==> src/rtl/outputc_pkg.sv <==
// Shared widths, flit type codes and FSM state type for the router output channel.
package outputc_pkg;

    localparam int DATAW    = 31;
    localparam int VCHW     = 1;
    localparam int VCH      = 3;
    localparam int PORTW    = 2;
    localparam int TYPE_MSB = 31;
    localparam int TYPE_LSB = 30;

    localparam int unsigned NIN  = 5;
    localparam int unsigned PTRW = 3;

    localparam logic [TYPE_MSB-TYPE_LSB:0] TYPE_BODY     = 2'b00;
    localparam logic [TYPE_MSB-TYPE_LSB:0] TYPE_HEAD     = 2'b01;
    localparam logic [TYPE_MSB-TYPE_LSB:0] TYPE_TAIL     = 2'b10;
    localparam logic [TYPE_MSB-TYPE_LSB:0] TYPE_HEADTAIL = 2'b11;

    localparam logic Enable  = 1'b1;
    localparam logic Disable = 1'b0;

    typedef enum logic {
        ST_IDLE,
        ST_BUSY
    } state_t;

    function automatic logic is_tail(input logic [DATAW:0] flit);
        logic [TYPE_MSB-TYPE_LSB:0] ftype;
        ftype = flit[TYPE_MSB:TYPE_LSB];
        return (ftype == TYPE_TAIL) || (ftype == TYPE_HEADTAIL);
    endfunction

endpackage

==> src/rtl/outputc_rrarb.sv <==
// Combinational round-robin arbiter: first requester at or after ptr, modulo 5.
module rrarb
    import outputc_pkg::*;
(
    input  logic [NIN-1:0]  req,
    input  logic [PTRW-1:0] ptr,
    output logic [NIN-1:0]  gnt,
    output logic [PTRW-1:0] winner
);

    always_comb begin
        logic            found;
        logic [PTRW-1:0] idx;
        gnt    = '0;
        winner = '0;
        found  = 1'b0;
        idx    = '0;
        for (int unsigned i = 0; i < NIN; i++) begin
            idx = PTRW'((32'(ptr) + i) % NIN);
            if (!found && req[idx]) begin
                found       = 1'b1;
                gnt[idx]    = 1'b1;
                winner      = idx;
            end
        end
    end

endmodule

==> src/rtl/outputc.sv <==
// Mesh router output channel: round-robin packet-locked switch arbitration and flit forwarding.
// Define OUTC_OREG_EN to register odata/ovalid/ovch (one cycle later); otherwise they are combinational.
module outputc
    import outputc_pkg::*;
#(
    parameter int ROUTERID = 0,
    parameter int PORTID   = 0
) (
    input  logic             clk,
    input  logic             rst_,
    input  logic             req_0,
    input  logic             req_1,
    input  logic             req_2,
    input  logic             req_3,
    input  logic             req_4,
    input  logic [PORTW:0]   port_0,
    input  logic [PORTW:0]   port_1,
    input  logic [PORTW:0]   port_2,
    input  logic [PORTW:0]   port_3,
    input  logic [PORTW:0]   port_4,
    input  logic [DATAW:0]   idata_0,
    input  logic [DATAW:0]   idata_1,
    input  logic [DATAW:0]   idata_2,
    input  logic [DATAW:0]   idata_3,
    input  logic [DATAW:0]   idata_4,
    input  logic             ivalid_0,
    input  logic             ivalid_1,
    input  logic             ivalid_2,
    input  logic             ivalid_3,
    input  logic             ivalid_4,
    input  logic [VCHW:0]    ivch_0,
    input  logic [VCHW:0]    ivch_1,
    input  logic [VCHW:0]    ivch_2,
    input  logic [VCHW:0]    ivch_3,
    input  logic [VCHW:0]    ivch_4,
    output logic             grt_0,
    output logic             grt_1,
    output logic             grt_2,
    output logic             grt_3,
    output logic             grt_4,
    output logic [DATAW:0]   odata,
    output logic             ovalid,
    output logic [VCHW:0]    ovch,
    input  logic [VCH:0]     irdy,
    output logic [VCH:0]     ordy,
    output logic [VCH:0]     olck
);

    if (PORTID < 0 || PORTID >= int'(NIN) || ROUTERID < 0) begin : g_cfg_check
        $error("outputc: PORTID must be 0..4 and ROUTERID non-negative");
    end

    localparam logic [PORTW:0] MY_PORT = (PORTW+1)'(PORTID);

    logic [DATAW:0]  data_arr [NIN];
    logic [VCHW:0]   vch_arr  [NIN];
    logic [PORTW:0]  port_arr [NIN];
    logic [NIN-1:0]  req_raw;
    logic [NIN-1:0]  ivalid_vec;
    logic [NIN-1:0]  req_vec;
    logic [NIN-1:0]  grt_vec;
    logic [NIN-1:0]  arb_gnt;
    logic [PTRW-1:0] arb_winner;

    state_t          state, state_nxt;
    logic [PTRW-1:0] owner;
    logic [PTRW-1:0] ptr;
    logic [VCHW:0]   ovc;

    logic            accept;
    logic [DATAW:0]  flit_data;
    logic [VCHW:0]   flit_vch;

    assign data_arr   = '{idata_0, idata_1, idata_2, idata_3, idata_4};
    assign vch_arr    = '{ivch_0, ivch_1, ivch_2, ivch_3, ivch_4};
    assign port_arr   = '{port_0, port_1, port_2, port_3, port_4};
    assign req_raw    = {req_4, req_3, req_2, req_1, req_0};
    assign ivalid_vec = {ivalid_4, ivalid_3, ivalid_2, ivalid_1, ivalid_0};

    always_comb begin
        req_vec = '0;
        for (int unsigned i = 0; i < NIN; i++) begin
            req_vec[i] = req_raw[i] && (port_arr[i] == MY_PORT);
        end
    end

    rrarb u_rrarb (
        .req    (req_vec),
        .ptr    (ptr),
        .gnt    (arb_gnt),
        .winner (arb_winner)
    );

    // Grant and lock are decoded from state so an async reset clears them at once.
    always_comb begin
        state_nxt = state;
        grt_vec   = '0;
        olck      = '0;
        accept    = Disable;
        case (state)
            ST_IDLE: begin
                if (|arb_gnt) state_nxt = ST_BUSY;
            end
            ST_BUSY: begin
                grt_vec[owner] = irdy[ovc];
                olck[ovc]      = Enable;
                accept         = ivalid_vec[owner] && irdy[ovc];
                if (accept && is_tail(data_arr[owner])) state_nxt = ST_IDLE;
            end
            default: state_nxt = ST_IDLE;
        endcase
    end

    always_ff @(posedge clk or negedge rst_) begin
        if (!rst_) begin
            state <= ST_IDLE;
            owner <= '0;
            ptr   <= '0;
            ovc   <= '0;
        end else begin
            state <= state_nxt;
            if (state == ST_IDLE && (|arb_gnt)) begin
                owner <= arb_winner;
                ptr   <= (arb_winner == PTRW'(NIN - 1)) ? '0 : arb_winner + 3'd1;
                ovc   <= vch_arr[arb_winner];
            end
        end
    end

    assign flit_data = accept ? data_arr[owner] : '0;
    assign flit_vch  = accept ? ovc : '0;

`ifdef OUTC_OREG_EN
    always_ff @(posedge clk or negedge rst_) begin
        if (!rst_) begin
            odata  <= '0;
            ovalid <= 1'b0;
            ovch   <= '0;
        end else begin
            odata  <= flit_data;
            ovalid <= accept;
            ovch   <= flit_vch;
        end
    end
`else
    assign odata  = flit_data;
    assign ovalid = accept;
    assign ovch   = flit_vch;
`endif

    assign {grt_4, grt_3, grt_2, grt_1, grt_0} = grt_vec;
    assign ordy = irdy;

endmodule

==> config.mk <==
export PLATFORM = sky130hd
export DESIGN_NAME = outputc
export DESIGN_NICKNAME = d
export VERILOG_FILES = /design/src/rtl/outputc_pkg.sv /design/src/rtl/outputc_rrarb.sv /design/src/rtl/outputc.sv
export SDC_FILE = /design/constraint.sdc
export NUM_CORES = 1
export LEC_CHECK = 0
export ABC_CLOCK_PERIOD_IN_PS = 6700
export CAP_MARGIN = 20
export CORE_MARGIN = 2
export CORE_UTILIZATION = 30
export CTS_CLUSTER_DIAMETER = 30
export DETAILED_ROUTE_END_ITERATION = 6
export PLACE_DENSITY_LB_ADDON = 0.25
export SETUP_SLACK_MARGIN = 0.1
export SYNTH_ARGS = -nofsm -noshare
export SYNTH_HDL_FRONTEND = slang
export SYNTH_SLANG_ARGS = --single-unit
==> constraint.sdc <==
create_clock -name clk -period 6.7 [get_ports clk]
set_input_delay 1.34 -clock clk [delete_from_list [all_inputs] [get_ports clk]]
set_output_delay 1.34 -clock clk [all_outputs]
set_load 0.01 [all_outputs]
==> impl_metrics.yaml <==
status:
  status: "finished clean"
clock_network:
  cts_buffers: 3
  cts_root_buf: "clkbuf_16"
  cts_buffer_depth: 2
  hold_buffers: 0
  cts_setup_buffers: 0
  clk_pin_slew_ps: 40
  htreeDepth: 1
  clock-sinks: 9
  cts_tree: "done"
  clk_latency_ps: 240
  post_cts_resized: 0
timing:
  finalSetupTns_ps: 0
  finalHoldViolCount: 0
  skew_ps: 6.11
  slew-limit-headroom_pct: 31.8
  period_needed_ps: 5200
  worstMarginPinSlew_ps: 1020
  fmax_mhz: 192
  rsz0062_at_grt: "no"
  finalCritPeriodShare_pct: 77.6
  worst_slack_ps: 1500
  setup_viol: 0
  whs_ps: 643
  slew_violations: 0
place:
  io_buffers: 248
  hpwl_um: 14400
  pre_cts_ws_ps: 1570
  place_congestion: 0.921
  dp_cells: 921
final_layout:
  fillCellCount: 1206
  final_nets: 973
  drive_gt1_share_pct: 5.44
  diodes: 0
  fin_cells: 926
  syn2layout_area_growth_pct: 70.0
die:
  dieArea_um2: 13600
  fp.dieW_um: 116
  core_area_um2: 12500
  die_y_um: 116
  num_rows: 41
  io_pins: 249
  initial_core_util_pct: 30.5
yosys:
  synth_nets: 754
  synthXorXnorAreaFrac_pct: 1.85
  yosys.area_share.simple_pct: 28.4
  async_reset_ff_share_pct: 100
  netlist_instances: 536
  ys.flop_type: "dfrtp_1"
  synthTopCellsByArea: "mux2i_1, a21oi_1, a211oi_1"
  yosys_warnings: 0
  synth_top_family_by_area: "compound AO/OA/AOI/OAI gates"
  synth-seq-cells: 9
  synth_top_area_share_pct: 17.1
  synth_seq_area_share_pct: 5.93
  yosysUniqueCellTypes: 73
  synth-edff-count: 0
  synth.cell_area_um2: 3800
  syn_area_per_cell_um2: 7.08
  synthAdderAreaFrac_pct: 5.60
  synth_compound_area_share_pct: 30.3
  synth_top_cell_by_area: "mux2i_1"
  synth_commonest_cells: "mux2i_1, nor2_1, a21oi_1"
  muxShareOfSynthArea_pct: 21.0
detailed_routing:
  drtPass1Iterations: 5
  finalWirelength_um: 18200
  highest_layer: "met4"
  wl_met2_um: 8500
  dr_wl_met3_um: 1600
  wl_per_cell_um: 19.7
  drt_iter0_drc: 305
  ant_nets: 0
  viasPerCell: 5.40
  route.detailed.drc: 0
  num_vias: 5003
  met1_length_um: 7120
critical_path:
  cp.arrival_ps: 5300
  path_delay_family: "simple AND/OR/NAND/NOR gates"
  path_class: "reg -> reg"
  end_kind: "flop"
  cp_num_buf_inv: 2
  cp_data_required_time_ps: 6800
  startpoint_type: "flop"
  cp_max_fo: 19
  crit_chain: "inv_1, ha_1, clkinv_1, ha_1, nor3_2, nor3_1, or2_4, and3_4, or3b_4, a31oi_4, nor3b_1, or2_0, or3_1, a211oi_1, a211oi_1"
  critPathSlowestCell: "ha_1"
  crit_path_max_incr_delay_ps: 810
global_routing:
  grt_use_total_pct: 24.4
  grt_pass1_wl_um: 25900
  overflow: 0
  grt_start_max_net_pins: 72
  antenna_found_initial: 0
  grt_pass1_vias: 4704
power:
  peakVddDrop_v: 0.000282
  finalPower_mw: 2.59
  p_per_area_nw_per_um2: 401
  leakage_nw: 2.39
hold_path:
  min_path_type: "reg -> reg"
run:
  maxCapViolations: 0
[report_power, final]
group          total (mW)  switching [mW]  internal, mW  leakage [nW]
sequential          0.147          0.0672        0.0798         0.108
combinational        2.33            1.31          1.03          2.24
clock               0.109          0.0290        0.0798        0.0382
[worst register-to-register path, cell delays in order, from the launching register on]
cell,delay (ps)
dfrtp_1,500
inv_1,220
ha_1,810
clkinv_1,370
ha_1,320
nor3_2,250
nor3_1,150
or2_4,310
and3_4,180
or3b_4,380
a31oi_4,260
nor3b_1,150
or2_0,400
or3_1,410
a211oi_1,260
a211oi_1,80
[flip-flops by register name (all words and copies together) (netlist names)]
register and count:
state 1, owner 3, ovc 2, ptr 3
[cells in the final DEF (no fill, tap or decap), types with 3 or more instances in the layout]
| cell | n |
|---|---|
| mux2_2 | 9 |
| xnor2_1 | 8 |
| or3_1 | 5 |
| dfrtp_1 | 7 |
| nand3b_1 | 3 |
| and2_1 | 3 |
| and3b_1 | 3 |
| nor3_1 | 13 |
| ha_1 | 17 |
| clkdlybuf4s50_1 | 248 |
| nor2_1 | 65 |
| nand4_1 | 3 |
| o2bb2ai_1 | 3 |
| nand3_1 | 5 |
| a21oi_1 | 53 |
| mux2i_1 | 65 |
| buf_4 | 9 |
| o211ai_1 | 8 |
| a22oi_1 | 3 |
| o21a_1 | 3 |
| and3_1 | 3 |
| o21ai_0 | 16 |
| o22a_1 | 10 |
| o22ai_1 | 7 |
| nand2b_1 | 29 |
| nand2_1 | 18 |
| clkbuf_16 | 3 |
| inv_1 | 17 |
| a31oi_1 | 3 |
| a211oi_1 | 34 |
| nor4b_1 | 5 |
| nor2b_1 | 21 |
| nor3b_1 | 4 |
[cell families (layout without fill, tap and decap cells)]
logic type	after synthesis	after routing
simple gates	197	197
compound gates	167	167
mux	76	76
buf+inv	62	280
fa+ha+maj	17	17
flops	9	9
xor+xnor	8	8
[path summary, 6_finish.rpt]
path,startpoint,end,slack [ps],depth (start not counted)
worst max-delay path,ptr[1],ovc[1],1500,15
worst min-delay path,ovc[0],ovc[0],640,2
worst max register to register,ptr[1],ovc[1],1500,15
worst min register to register,ovc[0],ovc[0],640,2
max in group asynchronous,rst_,owner[0],4950,1
min in group asynchronous,rst_,ovc[0],1410,1
[routing by layer]
metal | up-vias | global-route usage, %
met2 | 214 | 40.8
met4 | 0 | 12.3
met3 | 48 | 5.71
met1 | 2303 | 29.1
li1 | 2438 | -
met5 | - | 0
[area by class of cell]
class	instances	area, µm²	area share (%)
sequential	9	230	3.57
multi-input combinational	465	3310	51.3
inverter	18	67.6	1.05
timing repair buffer	258	2550	39.6
clock buffer	4	78.8	1.22
tap	172	215	3.33
[stage by stage]
stage | util (%) | instance area, µm²
floorplan | - | 3800
global placement | 51.1 | 6370
detailed placement | 51.1 | 6370
CTS | 51.7 | 6450
global route | 51.8 | 6450
finish | 51.8 | 6450
No activity file was read; power rests on OpenSTA's default activity.
